File: config.mk
export PLATFORM = sky130hd
export DESIGN_NAME = instr_encoder
export DESIGN_NICKNAME = d
export VERILOG_FILES = /design/src/rtl/instr_encoder.sv
export SDC_FILE = /design/constraint.sdc
export NUM_CORES = 1
export LEC_CHECK = 0
export CAP_MARGIN = 15
export CORE_MARGIN = 5
export CORE_UTILIZATION = 30
export CTS_CLUSTER_SIZE = 25
export DETAILED_ROUTE_END_ITERATION = 10
export DONT_BUFFER_PORTS = 1
export HOLD_SLACK_MARGIN = 0.02
export PLACE_DENSITY = 0.49
export SLEW_MARGIN = 20
export SYNTH_ARGS = -nofsm -noshare
export SYNTH_HDL_FRONTEND = slang
export SYNTH_SLANG_ARGS = --single-unit
File: constraint.sdc
create_clock -name clk -period 2.1 [get_ports clk]
set_input_delay 0.315 -clock clk [delete_from_list [all_inputs] [get_ports clk]]
set_output_delay 0.315 -clock clk [all_outputs]
set_load 0.02 [all_outputs]
File: src/rtl/instr_encoder.sv
// Sequential MIPS instruction encoder: packs one symbolic instruction per handshake into
// consecutive instruction-memory words. Define PSEUDO_LI_EN to enable the two-word LI pseudo-op.
module instr_encoder #(
    parameter int ADDR_W    = 10,
    parameter int BASE_ADDR = 0
) (
    input  logic              clk,
    input  logic              rst,
    input  logic              clear,
    input  logic              in_valid,
    output logic              in_ready,
    input  logic [4:0]        in_op,
    input  logic [4:0]        in_rs,
    input  logic [4:0]        in_rt,
    input  logic [4:0]        in_rd,
    input  logic [4:0]        in_shamt,
    input  logic [31:0]       in_imm,
    output logic              imem_we,
    output logic [ADDR_W-1:0] imem_addr,
    output logic [31:0]       imem_wdata,
    output logic              err,
    output logic              full,
    output logic [ADDR_W:0]   word_count
);

    localparam logic [ADDR_W:0]   CAP  = {1'b1, {ADDR_W{1'b0}}};
    localparam logic [ADDR_W:0]   ONE  = {{ADDR_W{1'b0}}, 1'b1};
    localparam logic [ADDR_W-1:0] BASE = ADDR_W'(BASE_ADDR);

    logic [ADDR_W:0]   r_count;
    logic              r_we;
    logic              r_err;
    logic [ADDR_W-1:0] r_addr;
    logic [31:0]       r_wdata;

    logic [5:0]        w_funct;
    logic [5:0]        w_opcode;
    logic              w_shift;
    logic [31:0]       w_enc;
    logic              w_reserved;
    logic              w_emit2;
    logic              w_is_li;
    logic              w_li_ok;
    logic              w_accept;
    logic [31:0]       w_lui;
    logic [31:0]       w_pending_word;
    logic [ADDR_W-1:0] w_addr;

    assign w_addr = BASE + r_count[ADDR_W-1:0];

    // Single-word encoder for every non-LI mnemonic.
    always_comb begin
        w_funct = 6'h00;
        case (in_op)
            5'd0:  w_funct = 6'h20;
            5'd1:  w_funct = 6'h21;
            5'd2:  w_funct = 6'h22;
            5'd3:  w_funct = 6'h23;
            5'd4:  w_funct = 6'h24;
            5'd5:  w_funct = 6'h25;
            5'd6:  w_funct = 6'h26;
            5'd7:  w_funct = 6'h27;
            5'd8:  w_funct = 6'h2A;
            5'd9:  w_funct = 6'h2B;
            5'd10: w_funct = 6'h00;
            5'd11: w_funct = 6'h02;
            5'd12: w_funct = 6'h03;
            5'd13: w_funct = 6'h04;
            5'd14: w_funct = 6'h06;
            5'd15: w_funct = 6'h07;
            5'd16: w_funct = 6'h08;
            default: w_funct = 6'h00;
        endcase
        w_opcode = 6'h00;
        case (in_op)
            5'd17: w_opcode = 6'h08;
            5'd18: w_opcode = 6'h09;
            5'd19: w_opcode = 6'h0C;
            5'd20: w_opcode = 6'h0D;
            5'd21: w_opcode = 6'h0E;
            5'd22: w_opcode = 6'h23;
            5'd23: w_opcode = 6'h2B;
            5'd24: w_opcode = 6'h04;
            5'd25: w_opcode = 6'h05;
            5'd26: w_opcode = 6'h0F;
            5'd27: w_opcode = 6'h0A;
            5'd28: w_opcode = 6'h0B;
            default: w_opcode = 6'h00;
        endcase
        w_shift    = (in_op >= 5'd10) && (in_op <= 5'd12);
        w_enc      = 32'h0;
        w_reserved = 1'b0;
        if (in_op <= 5'd16) begin
            w_enc = {6'b000000,
                     w_shift ? 5'd0 : in_rs,
                     (in_op == 5'd16) ? 5'd0 : in_rt,
                     (in_op == 5'd16) ? 5'd0 : in_rd,
                     w_shift ? in_shamt : 5'd0,
                     w_funct};
        end else if (in_op <= 5'd28) begin
            w_enc = {w_opcode, (in_op == 5'd26) ? 5'd0 : in_rs, in_rt, in_imm[15:0]};
        end else if (in_op == 5'd29) begin
            w_enc = {6'b000010, in_imm[25:0]};
        end else begin
            w_reserved = !w_is_li;
        end
    end

`ifdef PSEUDO_LI_EN
    typedef enum logic {S_IDLE = 1'b0, S_EMIT2 = 1'b1} state_t;

    state_t            r_state;
    state_t            w_state_next;
    logic [31:0]       r_ori;
    logic [ADDR_W:0]   w_free;

    always_ff @(posedge clk or posedge rst) begin
        if (rst) r_state <= S_IDLE;
        else     r_state <= w_state_next;
    end

    always_comb begin
        w_state_next = r_state;
        if (clear)
            w_state_next = S_IDLE;
        else if (r_state == S_EMIT2)
            w_state_next = S_IDLE;
        else if (w_accept && w_is_li && w_li_ok)
            w_state_next = S_EMIT2;
    end

    assign w_emit2        = (r_state == S_EMIT2);
    assign w_is_li        = (in_op == 5'd30);
    assign w_free         = CAP - r_count;
    assign w_li_ok        = (w_free >= {{(ADDR_W-1){1'b0}}, 2'd2});
    assign w_lui          = {6'b001111, 5'd0, in_rt, in_imm[31:16]};
    assign w_pending_word = r_ori;

    // ORI half is captured at accept time so the inputs are free during EMIT2.
    always_ff @(posedge clk or posedge rst) begin
        if (rst)
            r_ori <= 32'h0;
        else if (w_accept && w_is_li)
            r_ori <= {6'b001101, in_rt, in_rt, in_imm[15:0]};
    end
`else
    logic w_unused;
    assign w_unused       = &{1'b0, in_imm[31:26]};
    assign w_emit2        = 1'b0;
    assign w_is_li        = 1'b0;
    assign w_li_ok        = 1'b0;
    assign w_lui          = 32'h0;
    assign w_pending_word = 32'h0;
`endif

    always_comb begin
        in_ready = !w_emit2 && !full && !clear;
        w_accept = in_valid && in_ready;
    end

    always_ff @(posedge clk or posedge rst) begin
        if (rst) begin
            r_count <= '0;
            r_we    <= 1'b0;
            r_err   <= 1'b0;
            r_addr  <= BASE;
            r_wdata <= 32'h0;
        end else begin
            r_we  <= 1'b0;
            r_err <= 1'b0;
            if (clear) begin
                r_count <= '0;
            end else if (w_emit2) begin
                r_we    <= 1'b1;
                r_addr  <= w_addr;
                r_wdata <= w_pending_word;
                r_count <= r_count + ONE;
            end else if (w_accept) begin
                if (w_reserved || (w_is_li && !w_li_ok)) begin
                    r_err <= 1'b1;
                end else begin
                    r_we    <= 1'b1;
                    r_addr  <= w_addr;
                    r_wdata <= w_is_li ? w_lui : w_enc;
                    r_count <= r_count + ONE;
                end
            end
        end
    end

    assign imem_we    = r_we;
    assign imem_addr  = r_addr;
    assign imem_wdata = r_wdata;
    assign err        = r_err;
    assign word_count = r_count;
    assign full       = (r_count == CAP);

endmodule

======== Yosys cells after proc, flatten, opt, wreduce, memory -nomap -nowiden ========
Memories as Yosys holds them, arrays and structs flattened.
Index checks and enable logic that the tools add are counted.
storage, ports and cells
  register bits ........................... 55
  ROM bits ................................ 320
  word-level logic and storage cells ...... 47
  memories kept ........................... 2
memory list
  name             words  width  read ports  clocked after Yosys merged registers in  wr ports  RTL line  RTL
  (no name shown)  32     5      1           0                                        0         54        case (in_op)
  (no name shown)  32     5      1           0                                        0         75        case (in_op)
operators by class
  add/sub/neg operators ................... 1
  $lt $le $gt $ge ......................... 4
  equal/unequal tests ..................... 5
  muxes and demuxes ....................... 20
  bitwise gates (word level) .............. 2
  reductions and logical operators ........ 8
operators by type and width
  kind                                                 count
  two-way mux 32 bit                                   2
  two-way mux 11 bit                                   3
  two-way mux 28 bit                                   1
  two-way mux 5 bit                                    5
  == test 5 bit, second input constant                 3
  adder 11 x 1 -> 11 bit, second input constant        1
  == test 11 bit, second input constant                1
  <= comparator 5 bit, second input constant           2
  two-way mux 1 bit                                    9
  >= comparator 5 x 4 -> 1 bit, second input constant  1
  <= comparator 5 x 4 -> 1 bit, second input constant  1
  logical AND 1 bit                                    3
  AND reduction 3 bit                                  1
  zero test 1 bit                                      2
  inequality test 2 bit, second input constant         1
  inverter 1 bit                                       2
  AND reduction 2 bit                                  1
  nonzero test 2 bit                                   1

======== Longest topological paths before layout ========
Gate-level depths: netlist (run 1).
  word-level depth ........................ 7
  mapped depth ............................ 9
  mapped depth without buffers ............ 7

======== Worst setup path before layout (run 1) ========
No wires, ideal clock.
  path type ............................... input -> register
  from .................................... in in_op[1]
  to ...................................... reg r_addr[2] (netlist: imem_addr[2])
  library setup time ...................... 0.125 ns
  arrival time ............................ 2.070 ns
  required time ........................... 1.975 ns
  path slack .............................. -0.095 ns
  stages .................................. 8
  cells stage by stage .................... clkbuf_1 inv_1 ha_1 nand2b_1 o21a_1 nand2_4 buf_2 mux2_2
between the ends
  word-level cells in the longest chain between the ends .. 6
  elaborated cells between the ends (all ways) .. 8
  those cells by class .................... 2 x order compare; 1 x eq/ne; 3 x mux; 1 x bitwise; 1 x reduce/logical
ends and longest elaborated chain
  element                                                                      RTL line  RTL
  start, declared                                                              12        input logic [4:0] in_op,
  parallel branches: the longest is 3 deep, another holds <= comparator 5 bit  -
  two-way mux 1 bit (*)                                                        93        if (in_op <= 5'd16) begin
  inverter 1 bit (no line) (*)                                                 -
  AND reduction 3 bit (no line) (*)                                            -
  end signal, assigned                                                         175       r_addr <= w_addr;
  end signal, assigned                                                         183       r_addr <= w_addr;
  end, declared                                                                33        logic [ADDR_W-1:0] r_addr;
Mark *: on every way between the ends.
A chain may end at the register's enable or synchronous reset.

======== Final worst setup path (run 1) ========
  from .................................... reg r_count[7] (netlist: word_count[7])
  to ...................................... out in_ready
between the ends
  word-level cells in the longest chain between the ends .. 3
ends and longest elaborated chain
  element                 RTL line  RTL
  start, declared         30        logic [ADDR_W:0] r_count;
  start signal, assigned  177       r_count <= r_count + ONE;
  start signal, assigned  185       r_count <= r_count + ONE;
  == test 11 bit          196       assign full = (r_count == CAP);
  zero test 1 bit         157       in_ready = !w_emit2 && !full && !clear;
  logical AND 1 bit       157
  end, declared           11        output logic in_ready,
Every way passes these cells.

==> results of run 1 <==
## report_power, final
group          leakage [nW]  internal (mW)  switching, mW  total (mW)
clock network        0.0472          0.266          0.345       0.611
registers             0.703           1.15          0.211        1.36
logic                 0.759          0.163          0.173       0.337
## routing by layer
layer  wire length, um  vias to the layer above  share of wire (%)
li1                  -                     1111                  -
met1              3330                     1158                 41
met2              4030                       82                 50
met3               655                        5                8.1
met4                48                        0               0.60
met5                 0                        -                  0
## registers in the layout, summed over array words and instances (netlist names)
register / cells
imem_we: 1
imem_wdata: 31
imem_addr: 10
err: 1
word_count: 11
## worst max-delay path by stage
stage                        startpoint              to  depth (start not counted)
after detailed placement       in_op[1]   word_count[1]                          7
after global routing      word_count[7]        in_ready                          4
final                     word_count[7]        in_ready                          4
after global placement         in_op[1]   word_count[1]                          7
after CTS                 word_count[7]        in_ready                          4
after floorplan           word_count[0]  imem_wdata[11]                          8
## placed cells by master, fill, tap and decap left out, types with 2 or more instances in the layout
cell type / Yosys / layout
dfrtp_1: 54 / 54
buf_4: 1 / 21
mux2_2: 18 / 18
nand2_1: 17 / 17
a21oi_1: 16 / 16
o21ai_0: 16 / 16
inv_1: 15 / 14
o31ai_1: 12 / 12
a22o_1: 11 / 11
mux2_1: 10 / 10
ha_1: 10 / 10
nand3_1: 9 / 9
nor2_1: 7 / 7
a31oi_1: 6 / 6
clkbuf_8: 0 / 6
o2bb2ai_1: 5 / 5
a32oi_1: 5 / 5
or4_1: 5 / 5
and2_1: 4 / 4
a21o_1: 4 / 4
o211ai_1: 3 / 3
nand4_1: 3 / 3
xor2_1: 3 / 3
mux2i_1: 3 / 3
nand2b_1: 2 / 2
inv_2: 1 / 2
and4_1: 2 / 2
nor4_1: 2 / 2
a32o_1: 2 / 2
or3_1: 2 / 2
o2111ai_1: 2 / 2
buf_12: 0 / 2
## cell families after synthesis
group,Yosys count
XOR/XNOR,3
other,1
multiplexers,32
AO/OA/AOI/OAI,94
AND/OR/NAND/NOR,61
flip-flops,54
buffers and inverters,37
adder cells (fa/ha/maj),10
## worst reg2reg max path: stages, from the launching register on
cell	delay, ns
dfrtp_1	0.36
inv_1	0.07
ha_1	0.21
a41o_2	0.26
inv_2	0.08
nand2_4	0.07
inv_4	0.27
mux2_2	0.39
## cell type report
cell class	instances	area share [%]
clock buffers	6	2.41
clock inverters	2	0.364
inverters	18	2.04
multi-input cells	201	44.8
flip-flops and latches	54	39.4
well taps	136	4.96
repair buffers	24	6.05
==> results.txt, run 1 <==
Required time of the critical path -> 1.78 ns
Clk sinks -> 54
GRT Max-Usage Layer -> met2
Tcrit/Tclk final -> 89.2%
Synthesized area per cell -> 10.5 sq um
Final WL -> 8060 um
Top-count cell post-synth -> dfrtp_1
Crit path DAT -> 1.56 ns
Status -> complete, no violations
Cts bufs inserted -> 5
Post-synthesis sequential area ratio -> 44.0%
Nets -> 375
Tmin final -> 1.87 ns
Via count -> 2,356
Largest family of logic cells by synthesized area -> compound AO/OA/AOI/OAI gates
Post-DRT Antenna Nets -> 0
Pwr/cell area -> 671 nW/um^2
CTS tree -> done
Tightest Pin Transition -> 0.959 ns
Reg area -> 1350 sq um
Placement Rows -> 37
Crit Path Max Fanout -> 8
Total Power -> 2.30 mW
Hold_buf cts -> 1
Share of layout cells above drive strength 1 -> 20.3%
Post-cts resize count -> 0
Simple-Gate Fraction of Synth Area -> 11.3%
Post-placement cell count -> 432
First-pass GRT wire length -> 13,300 um
Grt ovf -> 0
Post-route design area -> 3430 sq um
Hold_ws -> 0.0510 ns
Fmax achieved -> 534 MHz
Fin worst setup slack -> 0.227 ns
DR WL/cell -> 18.3 um
Residual DRC count -> 0
Synth Area in XOR/XNOR -> 0.856%
Main area contributors after synthesis -> dfrtp_1 44%, mux2_2 6.6%, ha_1 4.1%
Maximum buffer depth of the clock tree -> 2
Area fraction of the dominant cell type after synthesis -> 44.0%
Top FF cell, synth -> dfrtp_1
I/O Buffers -> 0
Clock latency on the worst-skew pair -> 0.31 ns
R2r setup slk -> 0.29 ns
Reg2reg start -> word_count[0]
Crit path buffers/inverters -> 2
GRT Overall Usage -> 13.1%
Post-synthesis compound-gate area fraction -> 22.1%
Worst hold endpoint -> word_count[2]
P&R area growth vs syn -> 11.9%
# Max-Cap Violations -> 0
H-tree Lvls -> 2
Initial antenna violation count -> 0
Synthesized instance count -> 292
Post-synth EDFFs -> 0
Worst Hold Class -> input port to register
GR Layer Usage met3 -> 4.48%
Diode count -> 0
Yosys warns -> 0
Area leader, netlist -> dfrtp_1
Top Ports -> 118
HP Start -> clear
Fillers -> 1,032
RSZ-0062 raised after global routing -> false
Final setup viols -> 0
CP max stage delay -> 0.40 ns
Final Util -> 33.9%
Leak pwr -> 1.51 nW
CP cell instances -> nor4b_2, a41o_2, inv_2, buf_4
Commonest cells post-synth -> 54 x dfrtp_1, 18 x mux2_2, 17 x nand2_1, 16 x a21oi_1, 16 x o21ai_0
FFs w/ async S/R, synth -> 100%
Grt met2 use -> 22.5%
Clock Skew -> 0.0143 ns
Reg clk slew, reported paths -> 0.10 ns
Largest net degree at the start of global routing -> 35
WS Path Type -> register to output pin
CP max-delay cell -> dfrtp_1
Post-CTS Setup Inserts -> 0
Setup_tns -> 0 ns
Area of the core -> 10,100 sq um
Die height -> 111 um
Largest delay share family, worst path -> flip-flops
Post-DP Area -> 3330 sq um
Synth Register Bits -> 54
Post-DP HPWL -> 6100 um
Die width -> 111 um
Routing usage on met1 -> 16.0%
Critical Path End Type -> output pin
Avg Vias per Cell -> 5.34
Post-Synth Adder-Cell Area -> 4.08%
Peak supply drop -> 0.325 mV
Hold Violations, Final -> 0
Vias in the first global route -> 2,435
Die Area -> 12,400 sq um
TritonRoute pass-1 iters -> 5
Post-synthesis mux area share -> 11.7%
Netlist cell types -> 57
Initial core utilization -> 30.3%
Setup slack at placement -> 0.0885 ns
RePlAce Congestion -> 0.761
Relative slew slack -> 35.6%
Fin. max-slew vios -> 0
Hold Crit Depth -> 1
Initial drt markers -> 136
Net Count, Synth -> 363
Non-filler instance count after layout -> 441
Synthesized area -> 3070 sq um
Clock Tree Root -> clkbuf_8
Multi-input logic area -> 1540 sq um
R2R Path End -> imem_wdata[26]
Critical Path Start Type -> register
Reg2reg path depth -> 7
No activity file was read; power rests on OpenSTA's default activity.
==> run 2: changes to the inputs <==
--- a/config.mk
+++ b/config.mk
@@ -5,7 +5,9 @@
 export SDC_FILE = /design/constraint.sdc
 export NUM_CORES = 1
 export LEC_CHECK = 0
+export ABC_AREA = 1
 export CAP_MARGIN = 15
+export CORE_ASPECT_RATIO = 0.7
 export CORE_MARGIN = 5
 export CORE_UTILIZATION = 30
 export CTS_CLUSTER_SIZE = 25
==> run 2 against run 1 <==
Cell area grew 5.7%. Clock-buffer cell count grew 2. Die area grew 5.6%. Sequential share of layout area shrank 2.1 points. Final cell count grew 38%. Via count grew 25%. Setup slack lost 0.016 ns. Area after synthesis grew 5.9%. Critical path type unchanged. Largest power group unchanged.
==> results.txt, run 2 <==
Tmin final -> 1.89 ns (+0.0158 ns)
Synthesized area per cell -> 6.90 sq um (-34%)
Relative slew slack -> 57.6% (+22 points)
Grt ovf -> 0 (unchanged)
Top-count cell post-synth -> nand2_1
Hold Crit Depth -> 1 (unchanged)
Synthesized instance count -> 471 (+61%)
Critical Path End Type -> output pin
Commonest non-fill, non-tap cells in the layout -> 236 x nand2_1, 54 x dfrtp_1, 39 x nand3_1
Tcrit/Tclk final -> 89.9% (+0.75 points)
Area of the core -> 10,500 sq um (+3.3%)
Post-DP HPWL -> 7290 um (+20%)
Main area contributors after synthesis -> dfrtp_1 42%, nand2_1 27%, nand3_1 6.0%
Worst hold endpoint -> err
Cell mode on critical path -> nor2_1
HP Start -> clear
Cts bufs inserted -> 5 (unchanged)
CP max-delay cell -> nor2_1
FFs w/ async S/R, synth -> 100% (unchanged)
Final setup viols -> 0 (unchanged)
R2R Path End -> imem_addr[6]
Initial antenna violation count -> 0 (unchanged)
Setup slack at placement -> 0.170 ns (+0.0817 ns)
RePlAce Congestion -> 0.836 (+9.9%)
R2r setup slk -> 0.40 ns (+0.11 ns)
Initial drt markers -> 109 (-20%)
Crit path DAT -> 1.57 ns (about the same)
Peak supply drop -> 0.388 mV (+19%)
Largest net degree at the start of global routing -> 63 (+80%)
Area leader, netlist -> dfrtp_1
Share of layout cells above drive strength 1 -> 8.79% (-12 points)
P&R area growth vs syn -> 11.7%
Tightest Pin Transition -> 0.633 ns (-0.326 ns)
Netlist cell types -> 30 (-47%)
CTS tree -> done
CP cell instances -> inv_1, ha_1, nand3_1, nor2_1, nor2_1
Crit Path Max Fanout -> 4 (-4)
Critical Path Start Type -> register
Yosys warns -> 0 (unchanged)
Post-DRT Antenna Nets -> 0 (unchanged)
Fin worst setup slack -> 0.212 ns (-0.0158 ns)
Reg2reg start -> word_count[0]
Avg Vias per Cell -> 4.84 (-9.5%)
Final WL -> 9650 um (+20%)
Multi-input logic area -> 1630 sq um (+5.9%)
DR WL/cell -> 15.8 um (-13%)
Most common cell after layout, fill and taps aside -> nand2_1
Post-synth EDFFs -> 0 (unchanged)
Max reg flops -> 31 (unchanged)
TritonRoute pass-1 iters -> 4 (-1)
Setup_tns -> 0 ns (unchanged)
GRT Overall Usage -> 14.8% (+1.7 points)
Clock Tree Root -> clkbuf_16
Pwr/cell area -> 729 nW/um^2 (+8.7%)
Area fraction of the dominant cell type after synthesis -> 41.6% (-2.4 points)
Reg area -> 1350 sq um (unchanged)
Commonest cells post-synth -> 236 x nand2_1, 54 x dfrtp_1, 39 x nand3_1, 29 x inv_1, 26 x nor2_1
WS Path Type -> register to output pin
Die height -> 97.1 um (-13%)
First-pass GRT wire length -> 15,600 um (+18%)
Net Count, Synth -> 542 (+49%)
Clock latency on the worst-skew pair -> 0.29 ns (-0.02 ns)
Crit path buffers/inverters -> 1 (-1)
# Max-Cap Violations -> 0 (unchanged)
Via count -> 2,950 (+25%)
I/O Buffers -> 0 (unchanged)
Largest delay share family, worst path -> simple AND/OR/NAND/NOR gates
Vias in the first global route -> 2,894 (+19%)
Die Area -> 13,000 sq um (+5.6%)
H-tree Lvls -> 2 (unchanged)
CP max stage delay -> 0.39 ns (about the same)
RSZ-0062 raised after global routing -> false
Maximum buffer depth of the clock tree -> 2 (unchanged)
Required time of the critical path -> 1.78 ns (about the same)
Post-synthesis sequential area ratio -> 41.6% (-2.4 points)
Diode count -> 0 (unchanged)
Synthesized area -> 3250 sq um (+5.9%)
Fillers -> 1,122 (+8.7%)
Placement Rows -> 31 (-16%)
Reg clk slew, reported paths -> 0.07 ns (-0.03 ns)
Status -> complete, no violations
Fmax achieved -> 530 MHz (-0.83%)
Worst Hold Class -> input port to register
Leak pwr -> 1.99 nW (+32%)
Post-CTS Setup Inserts -> 0 (unchanged)
Top Ports -> 118 (unchanged)
Initial core utilization -> 31.0% (+0.75 points)
Top FF cell, synth -> dfrtp_1
Fin. max-slew vios -> 0 (unchanged)
Clock Skew -> 0.00596 ns (-0.00834 ns)
Residual DRC count -> 0 (unchanged)
Reg2reg path depth -> 9 (+2)
Clk sinks -> 54 (unchanged)
Hold Violations, Final -> 0 (unchanged)
Die width -> 134 um (+21%)
Synth Register Bits -> 54 (unchanged)
Nets -> 548 (+46%)
[run 2: area by class of cell]
| class | count | area share (%) |
|---|---|---|
| Multi-Input combinational cell | 360 | 44.9 |
| Sequential cell | 54 | 37.2 |
| Timing Repair Buffer | 20 | 4.90 |
| Clock buffer | 8 | 4.59 |
| Tap cell | 132 | 4.55 |
| Inverter | 36 | 3.79 |
[run 2: through the flow]
stage	cells	hold WS [ns]	util (%)	area (sq um)	total power, mW
after detailed placement	601	0.259	32.9	3450	1.76
final	610	0.110	34.6	3630	2.65
after global routing	610	0.0922	34.6	3630	2.81
after floorplan	471	0.388	-	3250	1.64
after CTS	610	0.104	34.6	3630	2.71
after global placement	601	0.252	32.9	3450	1.75
[run 2: worst max-delay path by stage]
stage / slack (ns) / from / cells past startpoint / to
5_1_grt: 0.11 / word_count[0] / 5 / in_ready
6_report: 0.21 / word_count[0] / 5 / in_ready
3_5_place_dp: 0.17 / word_count[0] / 9 / imem_addr[6]
4_1_cts: 0.15 / word_count[0] / 9 / imem_addr[6]
2_1_floorplan: 0.32 / word_count[0] / 5 / in_ready
3_3_place_gp: 0.21 / word_count[0] / 9 / imem_wdata[17]
[run 2: timing repair]
action                     in CTS  in global routing
setup endpoints to repair       0                  9
gates resized for setup         0                  2
hold buffers                    1                  0
hold endpoints to repair       20                  0
[run 2: worst register-to-register path, cell delays in order, from the launching register on]
cell	delay, ns
dfrtp_1	0.35
inv_1	0.10
ha_1	0.21
nand3_1	0.16
inv_2	0.04
nand2_1	0.10
nand4_4	0.12
inv_4	0.37
nand2_1	0.13
nand2_1	0.08
[run 2: metal layers]
layer	global-route usage, %	vias to the layer above	part of all wire [%]
met3	6.11	4	11
met1	20.6	1364	47
li1	-	1475	-
met4	2.58	0	0.56
met5	0	-	0
met2	21.8	107	41
[run 2: cell families (layout without fill, tap and decap cells)]
family	Yosys count	in the layout	share of synthesized area (%)
other	1	1	0.115
AO/OA/AOI/OAI	28	28	4.74
adder cells (fa/ha/maj)	10	10	3.85
flip-flops	54	54	41.6
buffers and inverters	57	64	8.24
AND/OR/NAND/NOR	317	317	40.4
XOR/XNOR	4	4	1.08
[run 2: where the power goes]
group          switching, mW  leakage (nW)  total (mW)  internal [mW]
logic                  0.259          1.19       0.389          0.130
clock network          0.375        0.0832       0.916          0.541
registers              0.201         0.713        1.34           1.14
total                  0.835          1.99        2.65           1.81
